$ cat src/rtl/input_port_buffer_bank.sv
// Bank of 2-entry input FIFOs with a producer valid/ready handshake. Every port's
// head word is exposed on a flat bus, and a raw read address pops the port it decodes to.
module input_port_buffer_bank #(
   parameter int WORD_WIDTH      = 36,
   parameter int ADDR_WIDTH      = 10,
   parameter int PORT_COUNT      = 4,
   parameter int PORT_BASE_ADDR  = 0,
   parameter int PORT_ADDR_WIDTH = 2
) (
   input  logic                             clock,
   input  logic                             reset_n,
   input  logic [PORT_COUNT*WORD_WIDTH-1:0] in_data,
   input  logic [PORT_COUNT-1:0]            in_valid,
   output logic [PORT_COUNT-1:0]            in_ready,
   input  logic [ADDR_WIDTH-1:0]            read_addr,
   input  logic                             read_enable,
   output logic [PORT_COUNT*WORD_WIDTH-1:0] port_data,
   output logic                             read_hit,
   output logic                             read_empty,
   output logic [2*PORT_COUNT-1:0]          port_count
);

   // One extra bit so that BASE+COUNT cannot wrap at the top of the address space.
   localparam logic [ADDR_WIDTH:0] RANGE_LO = (ADDR_WIDTH+1)'(PORT_BASE_ADDR);
   localparam logic [ADDR_WIDTH:0] RANGE_HI = (ADDR_WIDTH+1)'(PORT_BASE_ADDR + PORT_COUNT);

   logic [WORD_WIDTH-1:0]      head_q [PORT_COUNT];
   logic [WORD_WIDTH-1:0]      head_d [PORT_COUNT];
   logic [WORD_WIDTH-1:0]      tail_q [PORT_COUNT];
   logic [WORD_WIDTH-1:0]      tail_d [PORT_COUNT];
   logic [1:0]                 occ_q  [PORT_COUNT];
   logic [1:0]                 occ_d  [PORT_COUNT];
   logic [PORT_COUNT-1:0]      ready_q;
   logic [PORT_COUNT-1:0]      ready_d;
   logic [PORT_ADDR_WIDTH-1:0] port_idx;
   logic [PORT_COUNT-1:0]      sel;
   logic [PORT_COUNT-1:0]      push;
   logic [PORT_COUNT-1:0]      pop;

   // Port select only qualifies when the range check passes, so the truncated index is safe.
   always_comb begin
      read_hit   = ({1'b0, read_addr} >= RANGE_LO) && ({1'b0, read_addr} < RANGE_HI);
      port_idx   = PORT_ADDR_WIDTH'(read_addr - ADDR_WIDTH'(PORT_BASE_ADDR));
      read_empty = 1'b0;
      sel        = '0;
      for (int i = 0; i < PORT_COUNT; i++) begin
         sel[i] = read_hit && (port_idx == PORT_ADDR_WIDTH'(i));
         if (sel[i] && (occ_q[i] == 2'd0)) begin
            read_empty = 1'b1;
         end
      end
   end

   always_comb begin
      push    = '0;
      pop     = '0;
      ready_d = '0;
      for (int i = 0; i < PORT_COUNT; i++) begin
         push[i]   = in_valid[i] && ready_q[i];
         pop[i]    = read_enable && sel[i] && (occ_q[i] != 2'd0);
         head_d[i] = head_q[i];
         tail_d[i] = tail_q[i];
         occ_d[i]  = occ_q[i];
         if (push[i] && pop[i]) begin
            // Only reachable at occupancy 1: the incoming word replaces the head in place.
            head_d[i] = in_data[i*WORD_WIDTH +: WORD_WIDTH];
         end else if (push[i]) begin
            if (occ_q[i] == 2'd0) begin
               head_d[i] = in_data[i*WORD_WIDTH +: WORD_WIDTH];
            end else begin
               tail_d[i] = in_data[i*WORD_WIDTH +: WORD_WIDTH];
            end
            occ_d[i] = occ_q[i] + 2'd1;
         end else if (pop[i]) begin
            if (occ_q[i] == 2'd2) begin
               head_d[i] = tail_q[i];
            end
            occ_d[i] = occ_q[i] - 2'd1;
         end
         ready_d[i] = (occ_d[i] != 2'd2);
      end
   end

   always_ff @(posedge clock or negedge reset_n) begin
      if (!reset_n) begin
         ready_q <= '0;
         for (int i = 0; i < PORT_COUNT; i++) begin
            head_q[i] <= '0;
            tail_q[i] <= '0;
            occ_q[i]  <= 2'd0;
         end
      end else begin
         ready_q <= ready_d;
         for (int i = 0; i < PORT_COUNT; i++) begin
            head_q[i] <= head_d[i];
            tail_q[i] <= tail_d[i];
            occ_q[i]  <= occ_d[i];
         end
      end
   end

   always_comb begin
      in_ready = ready_q;
      for (int i = 0; i < PORT_COUNT; i++) begin
         port_data[i*WORD_WIDTH +: WORD_WIDTH] = head_q[i];
         port_count[2*i +: 2]                  = occ_q[i];
      end
   end

endmodule

$ cat config.mk
export PLATFORM = sky130hd
export DESIGN_NAME = input_port_buffer_bank
export DESIGN_NICKNAME = d
export VERILOG_FILES = /design/src/rtl/input_port_buffer_bank.sv
export SDC_FILE = /design/constraint.sdc
export NUM_CORES = 1
export LEC_CHECK = 0
export BUFFER_PORTS_ARGS = -buffer_cell sky130_fd_sc_hd__buf_2
export CAP_MARGIN = 20
export CELL_PAD_IN_SITES_DETAIL_PLACEMENT = 1
export CELL_PAD_IN_SITES_GLOBAL_PLACEMENT = 2
export CORE_MARGIN = 3
export CORE_UTILIZATION = 38
export CTS_BUF_LIST = sky130_fd_sc_hd__clkbuf_2
export DETAILED_ROUTE_END_ITERATION = 10
export GPL_TIMING_DRIVEN = 0
export PLACE_DENSITY_LB_ADDON = 0.1
export SLEW_MARGIN = 15
export SYNTH_ARGS = -nofsm -noshare
export SYNTH_HDL_FRONTEND = slang
export SYNTH_SLANG_ARGS = --single-unit
$ cat constraint.sdc
create_clock -name clock -period 4.4 [get_ports clock]
set_input_delay 0.44 -clock clock [delete_from_list [all_inputs] [get_ports clock]]
set_output_delay 0.44 -clock clock [all_outputs]
set_load 0.05 [all_outputs]
# ---- After elaboration in Yosys (flattened, before gate mapping)
# Cells that the tools add are included.
dict set report totals {
  reg_bits 300
  latchBits 0
  mem_bits_rw 0
  mem_bits_ro 0
  inputBits 161
  out_inout_bits 158
  wordCells 130
  mem_count 0
}
dict set report classes {
  addsub 8
  mul 0
  div 0
  n_lt_le_gt_ge 1
  n_eq_ne 15
  n_shift 0
  muxes 36
  bitwise 8
  n_reduce_logical 49
}
# operator count
set op_table {}
lappend op_table {{$mux W36} 20}
lappend op_table {{$logic_and A1 B1 Y1} 24}
lappend op_table {{$mux W2} 12}
lappend op_table {{$reduce_and A3 Y1} 8}
lappend op_table {{$reduce_bool A3 Y1} 8}
lappend op_table {{$eq A2 B2 Y1 const B} 6}
lappend op_table {{$ne A3 B1 Y1 const B} 4}
lappend op_table {{$logic_not A2 Y1} 5}
lappend op_table {{$lt A10 B3 Y1 const B} 1}
lappend op_table {{$add A2 B1 Y2 const B} 4}
lappend op_table {{$ne A2 B2 Y1 const B} 4}
lappend op_table {{$not A1 Y1} 8}
lappend op_table {{$reduce_bool A2 Y1} 4}
lappend op_table {{$sub A2 B1 Y2 const B} 4}
lappend op_table {{$mux W1} 4}
lappend op_table {{$eq A2 B1 Y1 const B} 1}

# ---- Longest topological paths before layout
# Gate-level depths: netlist (run 1).
dict set report depth {
  depth_word 8
  ltp_mapped 8
}

# ---- Least setup slack after synthesis (run 1)
# Ideal clock, no wire load.
dict set report synth_path {
  path_type {register to register}
  startpoint {register occ_q (netlist bit port_count[4])}
  endpoint {register tail_q[51] in the netlist's numbering}
  setup_time_ns 0.128
  t_arrival_ns 2.271
  slack_ns 2.002
  stages_incl_launch_ff 9
  path_cell_list {dfrtp_1 > inv_1 > ha_1 > nor3b_1 > nand4_2 > nand2_1 > nor2_2 > buf_2 > mux2_1}
}
dict set report synth_between {
  elab_chain_cells 5
  elab_cells_between_ends 7
  cone_classes {bitwise (2); reduce/logical (5)}
}
# item line
set synth_rtl {}
lappend synth_rtl {{from (decl)} 31} ;# logic [1:0] occ_q [PORT_COUNT];
lappend synth_rtl {{from (signal, indexed assignment)} 97} ;# occ_q[i] <= occ_d[i];
lappend synth_rtl {{$reduce_bool A2 Y1} 60} ;# pop[i] = read_enable && sel[i] && (occ_q[i] != 2'd0);
lappend synth_rtl {{$logic_and A1 B1 Y1} 60}
lappend synth_rtl {{$logic_and A1 B1 Y1} 64} ;# if (push[i] && pop[i]) begin
lappend synth_rtl {{$not A1 Y1 (no line)} n/a}
lappend synth_rtl {{$reduce_and A3 Y1 (no line) (*)} n/a}
lappend synth_rtl {{to (signal, indexed assignment)} 96} ;# tail_q[i] <= tail_d[i];
lappend synth_rtl {{to (decl)} 29} ;# logic [WORD_WIDTH-1:0] tail_q [PORT_COUNT];
# Mark *: on every way between the ends. The rest lies on a longest branch, timed or not.
# A chain may end at the register's enable or synchronous reset.

# ---- Worst setup path in the final report (run 1)
dict set report layout_path {
  startpoint {register occ_q (netlist bit port_count[2])}
  endpoint {output port read_empty}
}
dict set report layout_between {
  elab_chain_cells 5
}
# item line
set layout_rtl {}
lappend layout_rtl {{$logic_not A2 Y1} 48} ;# if (sel[i] && (occ_q[i] == 2'd0)) begin
lappend layout_rtl {{$logic_and A1 B1 Y1} 48}
lappend layout_rtl {{$mux W1 (3 in series)} 48}
lappend layout_rtl {{to (decl)} 19} ;# output logic read_empty,
# No other way between the ends.

==> summary.md, run 1 <==
| Metric | Value |
|---|---|
| Crit-path max FO | 6 |
| Hpwl dp | 25230 µm |
| Unrepaired setup endpoints after global routing | false |
| Crit Path Class | reg2out |
| CP startpoint | port_count[2] |
| Worst skew pair latency | 850 ps |
| Maximum clock rate | 0.3356 GHz |
| Area Growth Syn to Fin | 35.34% |
| Post-synthesis sequential area ratio | 59.23% |
| Max Slew Vio Count | 0 |
| Final Hold Vio Count | 0 |
| Die boundary height | 188.6 µm |
| Post-synth EDFFs | 0 |
| Crit path to | read_empty |
| VDD IR max | 0.0003919 V |
| Critical Path End Type | primary output |
| Die area | 35580 µm² |
| Fill cells | 3786 |
| Design area | 17150 µm² |
| Vias/cell | 4.893 |
| Metal3 WL | 2387 µm |
| CTS tree | yes |
| Ports | 319 |
| Slew margin rel. | 46.28% |
| Synth Warn # | 0 |
| Clk buf depth | 3 |
| Htree depth | 3 |
| Leakage | 8.096 nW |
| Max-cap viol count | 0 |
| Data required, critical path | 3960 ps |
| Cells after DPL | 1895 |
| Top Layer Used | met4 |
| Worst Path Arrival | 2540 ps |
| Commonest non-fill, non-tap cell in the layout | buf_2 |
| CTS resizes | 0 |
| 1st-pass router iterations | 4 |
| Final period utilization | 67.73% |
| Detail Route met2 WL | 18370 µm |
| Global route overflow | 0 |
| Vias | 10730 |
| Async S/R FF share, synth | 100.0% |
| Final setup violation count | 0 |
| Worst clock skew | 58.68 ps |
| Tightest Hold Check Type | in2async |
| Setup TNS | 0 ps |
| Final-stage net count | 1860 |
| Postcts setup bufs | 0 |
| Clock transition at path regs | 100 ps |
| R2r startpoint | port_count[2] |
| Gate Count Post-Synth | 1132 |
| Die W | 188.6 µm |
| Routed wire length | 37930 µm |
| Port bufs | 318 |
| Cell variety after synth | 43 |
| FP Rows | 66 |
| Initial antenna violation count | 5 |
| DRC | 0 |
| DRT antenna net count | 0 |
| Largest net degree at the start of global routing | 96 |
| FF-to-FF End | tail_q[85] |
| Tot Pwr | 13.52 mW |
| Top_reg_cell synth | dfrtp_1 |
| Initial drt markers | 308 |
| Share of cells above drive strength 1 | 36.54% |
| Core area | 32700 µm² |
| Non-filler cells, final | 2193 |
| CTS Sinks | 300 |
| Post-Synthesis Net Count | 1301 |
| Synthesized cell area | 12670 µm² |
| Number of global-route vias before repair | 11800 |
| Routed wire per std cell | 17.30 µm |
| Worst Reg-to-Reg Cells | 8 |
| Metal-1 WL | 16230 µm |
| Flop and latch count out of synthesis | 300 |
| Pwr dens | 787.9 nW/µm² |
| Area after DPL | 14910 µm² |
| Outcome | completed |
| Total CTS buffers | 82 |
| Reg2Reg Setup Slack | 1800 ps |
| Most frequent cells in the layout | buf_2, dfrtp_1, nand2_1, dlygate4sd3_1, mux2_2 |
| Root Driver | clkbuf_2 |
| GRT Util Overall | 21.34% |
| Critical Path Source Type | flip-flop |
| Final estimated routing congestion in global placement | 0.7550 |
| Synth Area per Inst | 11.20 µm² |
| First-pass GRT wire length | 61600 µm |
| Worst slew pin tran | 800.5 ps |
| Minimum clock period | 2980 ps |
| Starting Density | 38.76% |
cells by family after synthesis:
kind of cell	share of synthesized area, %
compound gates	9.358
xor+xnor	0.4146
fa+ha+maj	0.7898
buf+inv	2.576
flops	59.23
mux	15.89
simple gates	11.74
worst min-delay path by stage:
stage | from | endpoint | cells after the start
finish | reset_n | tail_q[50] | 2
global route | reset_n | tail_q[50] | 2
floorplan | reset_n | in_ready[0] | 0
global placement | port_data[18] | port_data[18] | 2
CTS | reset_n | port_data[140] | 2
detailed placement | reset_n | tail_q[57] | 1
stage by stage:
step	hold slack, ps	setup WS (ps)	utilization (%)
floorplan	144.4	2002	-
global placement	457.9	-3150	45.32
detailed placement	400.6	1735	45.60
CTS	10.87	1246	52.42
global route	29.83	1172	52.46
finish	114.4	1420	52.46
flip-flops by register name, indices dropped and copies added, names as in the netlist:
signal and flops:
port_data 144, tail_q 144, port_count 8, in_ready 4
worst max-delay path: stages (launching register included):
cell and delay, ps:
dfrtp_1 400, inv_1 110, ha_1 310, mux4_2 470, and3_1 190, buf_2 220
report_power, final:
| part | internal, mW | total [mW] | leakage (nW) | switching, mW |
|---|---|---|---|---|
| Clock | 0.773 | 1.91 | 0.565 | 1.14 |
| Sequential | 4.15 | 4.87 | 3.48 | 0.726 |
| Combinational | 2.13 | 6.73 | 4.05 | 4.60 |
synth_stat cells (2+ instances only):
| cell | number | area share (%) |
|---|---|---|
| and2_1 | 6 | 0.30 |
| ha_1 | 8 | 0.79 |
| mux2_2 | 140 | 12 |
| nor2_2 | 2 | 0.099 |
| mux2i_1 | 37 | 2.9 |
| nand2_1 | 192 | 5.7 |
| o21ai_2 | 2 | 0.14 |
| and3_1 | 2 | 0.099 |
| nand4_2 | 2 | 0.20 |
| nor3b_1 | 4 | 0.24 |
| or2_2 | 2 | 0.099 |
| o211ai_1 | 2 | 0.12 |
| a21oi_1 | 44 | 1.7 |
| clkbuf_1 | 36 | 1.1 |
| mux2_1 | 4 | 0.36 |
| inv_1 | 9 | 0.27 |
| nor3_1 | 3 | 0.12 |
| o21ai_0 | 44 | 1.7 |
| buf_1 | 2 | 0.059 |
| nand3_1 | 5 | 0.20 |
| nor4_1 | 3 | 0.15 |
| dfrtp_1 | 300 | 59 |
| a31oi_1 | 70 | 3.5 |
| nor4_4 | 2 | 0.34 |
| xnor2_1 | 6 | 0.41 |
| o22ai_1 | 36 | 1.8 |
| nand2b_1 | 4 | 0.20 |
| nor2_1 | 120 | 3.6 |
| nor2b_1 | 2 | 0.099 |
| buf_2 | 30 | 1.2 |
timing repair:
action,in CTS,in global routing
setup endpoints to repair,0,0
hold buffers,154,0
endpoints found under the hold margin,421,0
per-layer routing:
layer  track usage [%]  up-vias
li1                  -     5110
met1             26.58     5273
met2             35.56      274
met3             6.251       73
met4             7.476        0
met5                 0        -
cell type report:
class / instances / area (µm²) / area share [%]
sequential: 300 / 7507 / 43.76
multi-input combinational: 755 / 4841 / 28.22
timing repair buffer: 475 / 3226 / 18.80
clock buffer: 133 / 665.6 / 3.880
tap: 442 / 553.0 / 3.224
buffer: 68 / 292.8 / 1.707
inverter: 9 / 33.78 / 0.1969
clock inverter: 6 / 22.52 / 0.1313
antenna: 5 / 12.51 / 0.07294
No activity file was read; power rests on OpenSTA's default activity.
==> inputs of run 2 (changes only) <==
--- a/config.mk
+++ b/config.mk
@@ -5,12 +5,13 @@
 export SDC_FILE = /design/constraint.sdc
 export NUM_CORES = 1
 export LEC_CHECK = 0
+export ABC_AREA = 1
 export BUFFER_PORTS_ARGS = -buffer_cell sky130_fd_sc_hd__buf_2
 export CAP_MARGIN = 20
 export CELL_PAD_IN_SITES_DETAIL_PLACEMENT = 1
 export CELL_PAD_IN_SITES_GLOBAL_PLACEMENT = 2
 export CORE_MARGIN = 3
-export CORE_UTILIZATION = 38
+export CORE_UTILIZATION = 32
 export CTS_BUF_LIST = sky130_fd_sc_hd__clkbuf_2
 export DETAILED_ROUTE_END_ITERATION = 10
 export GPL_TIMING_DRIVEN = 0
==> constraint.sdc (replaced) <==
create_clock -name clock -period 3.1 [get_ports clock]
set_input_delay 0.31 -clock clock [delete_from_list [all_inputs] [get_ports clock]]
set_output_delay 0.31 -clock clock [all_outputs]
set_load 0.05 [all_outputs]
==> summary.md, run 2 <==
| Metric | Value |
|---|---|
| Largest net degree at the start of global routing | 92 (was 96) |
| Leading area contributor after synthesis | dfrtp_1 (unchanged) |
| Core area | 42510 µm² (was 32700 µm²) |
| Routed wire length | 49730 µm (was 37930 µm) |
| Gate Count Post-Synth | 1704 (was 1132) |
| Clock transition at path regs | 100 ps (about the same) |
| Routed wire per std cell | 16.73 µm (was 17.30 µm) |
| Highest-delay cell along the critical path | dlygate4sd3_1 (was mux4_2) |
| WHS | 155.8 ps (was 114.4 ps) |
| Setup TNS | 0 ps (unchanged) |
| Total CTS buffers | 86 (was 82) |
| Share of cells above drive strength 1 | 22.47% (was 36.54%) |
| Worst Path Arrival | 2720 ps (was 2540 ps) |
| Commonest non-fill, non-tap cell in the layout | nand2_1 (was buf_2) |
| Post-synth top area share | 53.91% (was 59.23%) |
| Htree depth | 3 (unchanged) |
| Initial drt markers | 532 (was 308) |
| Layout Utilization | 45.72% (was 52.46%) |
| Most frequent cells in the layout | nand2_1, buf_2, dfrtp_1, o21ai_0, dlygate4sd3_1 (was buf_2, dfrtp_1, nand2_1, dlygate4sd3_1, mux2_2) |
| Synthesized cell area | 13920 µm² (was 12670 µm²) |
| Postcts setup bufs | 0 (unchanged) |
| Initial antenna violation count | 3 (was 5) |
| Synth Area per Inst | 8.172 µm² (was 11.20 µm²) |
| Vias | 13920 (was 10730) |
| Final period utilization | 97.59% |
| Outcome | completed (unchanged) |
| Die area | 46050 µm² (was 35580 µm²) |
| Non-filler cells, final | 2973 (was 2193) |
| Met1 usage | 27.13% (was 26.58%) |
| Critical Path Source Type | primary input (was flip-flop) |
| Post-synth EDFFs | 0 (unchanged) |
| Global route overflow | 0 (unchanged) |
| Hpwl dp | 33130 µm (was 25230 µm) |
| Root Driver | clkbuf_2 (unchanged) |
| GR peak layer | met2 (unchanged) |
| Clk buf depth | 3 (unchanged) |
| Post-Synthesis Net Count | 1873 (was 1301) |
| Unrepaired setup endpoints after global routing | false (unchanged) |
| Crit-path max FO | 10 (was 6) |
| Die W | 214.6 µm (was 188.6 µm) |
| Crit path cell chain | dlygate4sd3_1 -> buf_2 -> nor2_1 -> dlygate4sd3_1 -> nand2_1 -> nor2_4 -> buf_6 -> nand3_1 -> nand4_1 -> clkbuf_4 (was inv_1 -> ha_1 -> mux4_2 -> and3_1 -> buf_2) |
| DRC | 0 (unchanged) |
| Ports | 319 (unchanged) |
| Pwr dens | 972.4 nW/µm² (was 787.9 nW/µm²) |
| First-pass GRT wire length | 81440 µm (was 61600 µm) |
| Worst skew pair latency | 1010 ps (was 850 ps) |
| Slew margin rel. | 63.36% (was 46.28%) |
| Number of global-route vias before repair | 15400 (was 11800) |
| Final setup violation count | 0 (unchanged) |
| Synth top cells by count | nand2_1, dfrtp_1, o21ai_0, inv_1, nand4_1 (was dfrtp_1, nand2_1, mux2_2, nor2_1, a31oi_1) |
| GR met2 Demand/Resource | 36.44% (was 35.56%) |
| Minimum clock period | 3025 ps |
| Cells after DPL | 2602 (was 1895) |
| CTS Sinks | 300 (unchanged) |
| Slowest Stage Delay on Critical Path | 590 ps (was 470 ps) |
| Area contributors post-synth | dfrtp_1, nand2_1, o21ai_0 (was dfrtp_1, mux2_2, nand2_1) |
| Async S/R FF share, synth | 100.0% (unchanged) |
| VDD IR max | 0.0005620 V (was 0.0003919 V) |
| Final Hold Vio Count | 0 (unchanged) |
| Post-synthesis sequential area ratio | 53.91% (was 59.23%) |
| Max-cap viol count | 0 (unchanged) |
| Flop and latch count out of synthesis | 300 (unchanged) |
| Crit Path Class | in2out (was reg2out) |
| GRT Util Overall | 21.70% (was 21.34%) |
| Synth Warn # | 0 (unchanged) |
| Critical Path End Type | primary output (unchanged) |
| Max Slew Vio Count | 0 (unchanged) |
| Die boundary height | 214.6 µm (was 188.6 µm) |
| Data required, critical path | 2790 ps (was 3960 ps) |
| Cell variety after synth | 24 (was 43) |
| DRT antenna net count | 0 (unchanged) |
| FP Rows | 75 (was 66) |
| Maximum clock rate | 0.3306 GHz |
| Worst slew pin tran | 549.6 ps (was 800.5 ps) |
| Vias/cell | 4.682 (was 4.893) |
| Final estimated routing congestion in global placement | 0.7550 (unchanged) |
| Area Growth Syn to Fin | 39.58% (was 35.34%) |
| Starting Density | 32.76% (was 38.76%) |
| Tightest Hold Check Type | in2reg (was in2async) |
| Most instantiated library cell after synthesis | nand2_1 (was dfrtp_1) |
| Top_reg_cell synth | dfrtp_1 (unchanged) |
| Final-stage net count | 2512 (was 1860) |
| Most common cell on crit path | dlygate4sd3_1 |
| Met3 usage in global routing | 6.022% (was 6.251%) |
| Worst clock skew | 49.62 ps (was 58.68 ps) |
| 1st-pass router iterations | 4 (unchanged) |
| Leakage | 10.46 nW (was 8.096 nW) |
| Port bufs | 318 (unchanged) |
| CTS tree | yes (unchanged) |
[run 2: cells by family (layout without fill, tap and decap cells)]
| family | after synthesis | in the layout | share of synthesized area, % |
|---|---|---|---|
| other | 0 | 6 | 0 |
| adder cells (fa/ha/maj) | 8 | 8 | 0.7189 |
| AO/OA/AOI/OAI | 288 | 288 | 10.35 |
| flip-flops | 300 | 300 | 53.91 |
| buffers and inverters | 287 | 973 | 9.201 |
| AND/OR/NAND/NOR | 821 | 821 | 25.82 |
[run 2: critical path, delay by kind of cell]
kind | cells | cell delay [ps]
buffers and inverters | 5 | 1700
and+or+nand+nor | 5 | 690
[run 2: metal layers]
metal  up-vias  share of wire [%]
li1       6799                  -
met1      6704                 44
met2       325                 48
met3        93                5.5
met4         0                2.5
met5         -                  0
[run 2: layout make-up]
type	instances	area, µm²
fillers	5308	23070
flip-flops and latches	300	7507
multi-input cells	1117	5141
repair buffers	551	4006
well taps	577	721.9
plain buffers	117	643.1
inverters	170	638.1
clock buffers	118	590.6
clock inverters	17	172.7
diodes	6	15.01
[run 2: per-stage QoR]
stage	instance area, µm²	power, mW	worst slack, ps
final	19440	18.90	74.78
after global routing	19440	20.46	5.530
after CTS	19410	19.15	89.96
after detailed placement	16330	15.73	1002
after global placement	16240	15.47	-4496
after floorplan	13920	13.03	1053
[run 2: worst paths after layout]
path | start | endpoint | slack (ps) | depth (start not counted)
setup / recovery | read_addr[4] | read_empty | 70 | 10
hold / removal | in_data[71] | tail_q[107] | 160 | 4
setup reg to reg | port_count[0] | port_data[2] | 390 | 10
hold reg to reg | port_data[64] | port_data[64] | 470 | 2
max in group asynchronous | reset_n | tail_q[58] | 1740 | 5
min in group asynchronous | reset_n | port_data[53] | 480 | 4
[run 2: power by group]
part / internal (mW) / switching [mW]
Combinational: 2.45 / 6.74
Clock: 1.33 / 1.73
Sequential: 5.68 / 0.968
[run 2: what timing repair did]
item	CTS	global route
endpoints found under the setup margin	0	1
resized for setup	0	2
hold endpoints to repair	512	0
hold buffers	230	0
